**config.mk**
```make
export PLATFORM = sky130hd
export DESIGN_NAME = aftab_mem_arbiter
export DESIGN_NICKNAME = d
export VERILOG_FILES = /design/src/rtl/aftab_mem_arbiter_pkg.sv /design/src/rtl/aftab_mem_arb_mux.sv /design/src/rtl/aftab_mem_arbiter.sv
export SDC_FILE = /design/constraint.sdc
export NUM_CORES = 1
export LEC_CHECK = 0
export ABC_CLOCK_PERIOD_IN_PS = 4800
export CAP_MARGIN = 15
export CORE_MARGIN = 4
export CORE_UTILIZATION = 27
export CTS_CLUSTER_SIZE = 12
export DETAILED_ROUTE_END_ITERATION = 16
export GPL_ROUTABILITY_DRIVEN = 0
export PLACE_DENSITY = 0.95
export SLEW_MARGIN = 20
export SYNTH_ARGS = -nofsm -noshare
export SYNTH_HDL_FRONTEND = slang
export SYNTH_SLANG_ARGS = --single-unit
export TNS_END_PERCENT = 1
```
**constraint.sdc**
```tcl
create_clock -name clk -period 4.8 [get_ports clk]
set_input_delay 0.96 -clock clk [delete_from_list [all_inputs] [get_ports clk]]
set_output_delay 0.96 -clock clk [all_outputs]
set_load 0.05 [all_outputs]
```
**src/rtl/aftab_mem_arbiter_pkg.sv**
```systemverilog
// Shared encodings for the AFTAB memory-port arbiter: FSM states and requester indices.
package aftab_mem_arbiter_pkg;

  typedef enum logic [1:0] {
    IDLE     = 2'b00,
    GNT_CORE = 2'b01,
    GNT_DBG  = 2'b10
  } arb_state_t;

  localparam int REQ_CORE = 0;
  localparam int REQ_DBG  = 1;
  localparam int NUM_REQ  = 2;

endpackage

```
**src/rtl/aftab_mem_arb_mux.sv**
```systemverilog
// Combinational memory-port mux and ready router, steered by the arbiter's registered state.
module aftab_mem_arb_mux
  import aftab_mem_arbiter_pkg::*;
#(
  parameter int size = 32
) (
  input  arb_state_t      state,
  input  logic            kill,
  input  logic [size-1:0] coreAddr,
  input  logic [7:0]      coreDataIn,
  input  logic            coreWrite,
  input  logic            coreRead,
  input  logic [size-1:0] dbgAddr,
  input  logic [7:0]      dbgDataIn,
  input  logic            dbgWrite,
  input  logic            dbgRead,
  input  logic            memReady,
  output logic [size-1:0] memAddr,
  output logic [7:0]      memDataOut,
  output logic            writeMem,
  output logic            readMem,
  output logic            coreReady,
  output logic            dbgReady
);

  logic wr_sel;
  logic rd_sel;

  always_comb begin
    memAddr    = '0;
    memDataOut = '0;
    wr_sel     = 1'b0;
    rd_sel     = 1'b0;
    case (state)
      GNT_CORE: begin
        memAddr    = coreAddr;
        memDataOut = coreDataIn;
        wr_sel     = coreWrite;
        rd_sel     = coreRead;
      end
      GNT_DBG: begin
        memAddr    = dbgAddr;
        memDataOut = dbgDataIn;
        wr_sel     = dbgWrite;
        rd_sel     = dbgRead;
      end
      default: ;
    endcase
  end

  // A requester asserting both strobes gets a write; a timeout kills both.
  assign writeMem  = wr_sel & ~kill;
  assign readMem   = rd_sel & ~wr_sel & ~kill;

  assign coreReady = memReady & (state == GNT_CORE);
  assign dbgReady  = memReady & (state == GNT_DBG);

endmodule

```
**src/rtl/aftab_mem_arbiter.sv**
```systemverilog
// Whole-transaction arbiter between the core byte engines and debug system-bus access.
// Optional memReady timeout with busError is enabled by defining AFTAB_MEM_ARB_TIMEOUT_EN.
module aftab_mem_arbiter
  import aftab_mem_arbiter_pkg::*;
#(
  parameter int size          = 32,
  parameter int DBG_BURST_MAX = 4,
  parameter int TIMEOUT       = 255
) (
  input  logic            clk,
  input  logic            rst,
  input  logic            coreReq,
  input  logic [size-1:0] coreAddr,
  input  logic [7:0]      coreDataIn,
  input  logic            coreWrite,
  input  logic            coreRead,
  output logic            coreGnt,
  output logic            coreReady,
  input  logic            dbgReq,
  input  logic [size-1:0] dbgAddr,
  input  logic [7:0]      dbgDataIn,
  input  logic            dbgWrite,
  input  logic            dbgRead,
  output logic            dbgGnt,
  output logic            dbgReady,
  output logic [size-1:0] memAddr,
  output logic [7:0]      memDataOut,
  input  logic [7:0]      memDataIn,
  output logic            writeMem,
  output logic            readMem,
  input  logic            memReady,
  output logic            busError
);

  localparam int BW = $clog2(DBG_BURST_MAX + 1);
  localparam logic [BW-1:0] BURST_MAX = BW'(DBG_BURST_MAX);

  arb_state_t          state_reg, state_next;
  logic [BW-1:0]       burst_cnt_reg, burst_cnt_next;
  logic [NUM_REQ-1:0]  req_vec, blocked, eligible;
  logic                timeout_hit;
  logic                unused_mem_data;

  // Requesters take read data straight off the memory bus; nothing here consumes it.
  assign unused_mem_data = ^memDataIn;

  assign req_vec[REQ_CORE] = coreReq;
  assign req_vec[REQ_DBG]  = dbgReq;

  for (genvar gi = 0; gi < NUM_REQ; gi++) begin : g_elig
    assign eligible[gi] = req_vec[gi] & ~blocked[gi];
  end

`ifdef AFTAB_MEM_ARB_TIMEOUT_EN
  localparam int TW = ($clog2(TIMEOUT + 1) > 8) ? $clog2(TIMEOUT + 1) : 8;

  logic [TW-1:0]      to_cnt_reg;
  logic [NUM_REQ-1:0] blocked_reg, own_vec, strobe_vec;
  logic               owner_strobe;

  assign own_vec[REQ_CORE]    = (state_reg == GNT_CORE);
  assign own_vec[REQ_DBG]     = (state_reg == GNT_DBG);
  assign strobe_vec[REQ_CORE] = coreWrite | coreRead;
  assign strobe_vec[REQ_DBG]  = dbgWrite | dbgRead;
  assign owner_strobe         = |(own_vec & strobe_vec);
  assign timeout_hit          = (to_cnt_reg == TW'(TIMEOUT));

  always_ff @(posedge clk or negedge rst) begin
    if (!rst) begin
      to_cnt_reg <= '0;
    end else if (state_reg == IDLE || timeout_hit || memReady || !owner_strobe) begin
      to_cnt_reg <= '0;
    end else begin
      to_cnt_reg <= to_cnt_reg + TW'(1);
    end
  end

  // A timed-out owner must show one low cycle on req before it can be granted again.
  always_ff @(posedge clk or negedge rst) begin
    if (!rst) begin
      blocked_reg <= '0;
    end else begin
      for (int i = 0; i < NUM_REQ; i++) begin
        if (!req_vec[i])
          blocked_reg[i] <= 1'b0;
        else if (timeout_hit && own_vec[i])
          blocked_reg[i] <= 1'b1;
      end
    end
  end

  assign blocked  = blocked_reg;
  assign busError = timeout_hit;
`else
  localparam int unused_timeout = TIMEOUT;

  assign timeout_hit = 1'b0;
  assign blocked     = '0;
  assign busError    = 1'b0;
`endif

  always_ff @(posedge clk or negedge rst) begin
    if (!rst) begin
      state_reg     <= IDLE;
      burst_cnt_reg <= '0;
    end else begin
      state_reg     <= state_next;
      burst_cnt_reg <= burst_cnt_next;
    end
  end

  always_comb begin
    state_next     = state_reg;
    burst_cnt_next = burst_cnt_reg;
    case (state_reg)
      IDLE: begin
        if (eligible[REQ_DBG] && (!eligible[REQ_CORE] || burst_cnt_reg < BURST_MAX))
          state_next = GNT_DBG;
        else if (eligible[REQ_CORE])
          state_next = GNT_CORE;
      end
      GNT_CORE: if (!coreReq || timeout_hit) state_next = IDLE;
      GNT_DBG:  if (!dbgReq || timeout_hit) state_next = IDLE;
      default:  state_next = IDLE;
    endcase

    // The burst count only tracks debug grants that made the core wait.
    if (state_reg == IDLE && state_next == GNT_DBG) begin
      if (!coreReq)
        burst_cnt_next = '0;
      else if (burst_cnt_reg < BURST_MAX)
        burst_cnt_next = burst_cnt_reg + BW'(1);
    end else if (state_reg == IDLE && state_next == GNT_CORE) begin
      burst_cnt_next = '0;
    end
  end

  assign coreGnt = (state_reg == GNT_CORE);
  assign dbgGnt  = (state_reg == GNT_DBG);

  aftab_mem_arb_mux #(
    .size(size)
  ) u_mux (
    .state      (state_reg),
    .kill       (timeout_hit),
    .coreAddr   (coreAddr),
    .coreDataIn (coreDataIn),
    .coreWrite  (coreWrite),
    .coreRead   (coreRead),
    .dbgAddr    (dbgAddr),
    .dbgDataIn  (dbgDataIn),
    .dbgWrite   (dbgWrite),
    .dbgRead    (dbgRead),
    .memReady   (memReady),
    .memAddr    (memAddr),
    .memDataOut (memDataOut),
    .writeMem   (writeMem),
    .readMem    (readMem),
    .coreReady  (coreReady),
    .dbgReady   (dbgReady)
  );

endmodule

```
==> impl_metrics.csv <==
group,metric,value,unit
timing,tns,0,ps
layout,syn_to_final_growth,132,%
floorplanning,rows,22,
timing,slew_headroom,58.1,%
timing,period_share,76.7,%
timing,worst_slew_pin_slew,629,ps
grt,grt_max_degree,33,
clocking,post_cts_buffers,0,
yosys,ys_types,24,
detailed_routing,first_iter_violations,65,
worst_setup_path,crit_type,"flip-flop to output pin",
grt,grt_pass1_vias,1549,
grt,overflow,0,
timing,setup_ws,1120,ps
pwr,power_density,626,nW/um2
layout,fin_area,2490,um2
layout,final_common_cell,"clkdlybuf4s50_1",
floorplanning,dieArea,5050,um2
timing,rsz0062_at_grt,"no",
pwr,p_leak,0.898,nW
outcome,status,"complete, no violations",
timing,fin_hold_ws,581,ps
grt,antenna_found_initial,0,
clocking,cts_tree,"done",
layout,antenna_cells,0,
layout,layout-drive-gt1-share,4.48,%
worst_setup_path,arrival,2720,ps
detailed_routing,detail_route.wl_per_cell,15.7,um
clocking,numCtsBuffers,3,
floorplanning,coreArea,3740,um2
placed_design,portBuffers,134,
worst_setup_path,worstSetupStartpointType,"flip-flop",
yosys,synthCells,141,
worst_setup_path,cp_max_fo,26,
floorplanning,die_h,71.1,um
detailed_routing,wl,4.95,mm
yosys,syn_area,1070,um2
timing,fmax,272,MHz
job,drv_cap,0,
floorplanning,dieWidth,71.1,um
detailed_routing,via_count,1557,
grt,grt_pass1_wl,7.34,mm
clocking,cts-root-buf,"clkbuf_8",
floorplanning,io_pins,144,
yosys,synth_area_per_cell,7.61,um2
placed_design,dpl.hpwl,3.98,mm
yosys,ys_seq_elements,5,
yosys,yosysWarnings,0,
pwr,worst_ir_drop_vdd,0.408,mV
layout,final_cell_mix,"134 x clkdlybuf4s50_1, 43 x nor2b_1, 41 x a22oi_1",
timing,drv_slew,0,
worst_setup_path,cp-end-kind,"output pin",
yosys,seq_area_frac_synth,11.7,%
clocking,clk_latency,230,ps
floorplanning,start_util,28.7,%
timing,finalSetupViolations,0,
detailed_routing,ant_nets,0,
worst_setup_path,cp.required,3840,ps
detailed_routing,drtPass1Iterations,4,
timing,hold_viol_final,0,
grt,grt.total_usage,17.8,%
pwr,p_total,1.56,mW
detailed_routing,routed_via_density,4.93,
yosys,synthesis.nets,243,
detailed_routing,drc,0,
timing,period_minus_slack,3680,ps
clocking,ctsHoldBuffers,0,
layout,largest_reg_flops,3,
timing,fin_skew,1.40,ps
clocking,clk_pin_slew_worst_paths,40,ps
placed_design,place_area,2450,um2
placed_design,dp_slack,1290,ps
clocking,ctsResizeCount,0,
min_path,hold_path_class,"flip-flop to flip-flop",
layout,final_net_count,371,
clocking,cts_max_path_buffers,2,
clocking,cts_sinks,5,
clocking,ctsHtreeMaxLevel,1,
## cell usage after synthesis (all sizes together)
master / instances / share of area (%)
nand2: 1 / 0.35
buf: 3 / 2.1
inv: 6 / 2.1
o22ai: 3 / 2.3
nand3b: 2 / 1.4
conb: 1 / 0.35
nor2b: 43 / 25
and3: 1 / 0.58
nand3: 1 / 0.47
ha: 5 / 5.8
nor3b: 1 / 0.70
and2: 3 / 1.7
nor2: 3 / 1.0
nand2b: 2 / 1.2
clkbuf: 12 / 4.2
a22o: 1 / 0.82
o221ai: 2 / 3.8
a22oi: 42 / 31
dfrtp: 5 / 12
mux2i: 3 / 2.8
a21oi: 1 / 0.82
## final cells by class
class / instances / area, um2
inverter: 6 / 22.5
tap: 48 / 60.1
multi-input combinational: 115 / 858
fill: 327 / 1250
clock buffer: 4 / 45.0
sequential: 5 / 125
timing repair buffer: 138 / 1380
## cell families (layout without fill, tap and decap cells)
logic type                 count (synthesis)  in the layout  synth area share (%)
and+or+nand+nor                           57             57                  32.5
AOI/OAI and AO/OA                         49             49                  38.5
buffers and inverters                     21            148                  8.39
adders and majority gates                  5              5                  5.83
DFF                                        5              5                  11.7
muxes                                      3              3                  2.80
other                                      1              1                 0.349
## metrics by stage
stage,instances,utilization [%]
3_3_place_gp,312,65.4
6_report,316,66.6
3_5_place_dp,312,65.4
2_1_floorplan,141,-
4_1_cts,316,66.6
5_1_grt,316,66.6
## worst paths after layout
kind | from | to | slack, ps | cells past startpoint
max in group asynchronous | rst | state_reg[0] | 3620 | 1
setup reg to reg | state_reg[0] | burst_cnt_reg[2] | 2540 | 7
min in group asynchronous | rst | burst_cnt_reg[1] | 970 | 1
setup / recovery | state_reg[0] | memAddr[10] | 1120 | 5
hold reg to reg | burst_cnt_reg[1] | burst_cnt_reg[1] | 580 | 2
hold / removal | burst_cnt_reg[1] | burst_cnt_reg[1] | 580 | 2
## where the power goes
group	internal (mW)	switching (mW)	total, mW
registers	0.0629	0.0200	0.0829
clock network	0.0572	0.0224	0.0796
logic	0.550	0.849	1.40
total	0.670	0.891	1.56
## layer usage
metal / GRT usage [%] / share of wire, %
met5: 0 / 0
met4: 4.59 / 1.5
met3: 4.69 / 8.6
met2: 36.1 / 53
met1: 17.5 / 37
## critical path, cell delays in order (launching register included)
cell and delay (ps):
dfrtp_1 390, inv_1 110, ha_1 700, buf_4 300, nor2b_1 170, clkdlybuf4s50_1 810
Note: power is estimated with default switching activity, not from simulation.
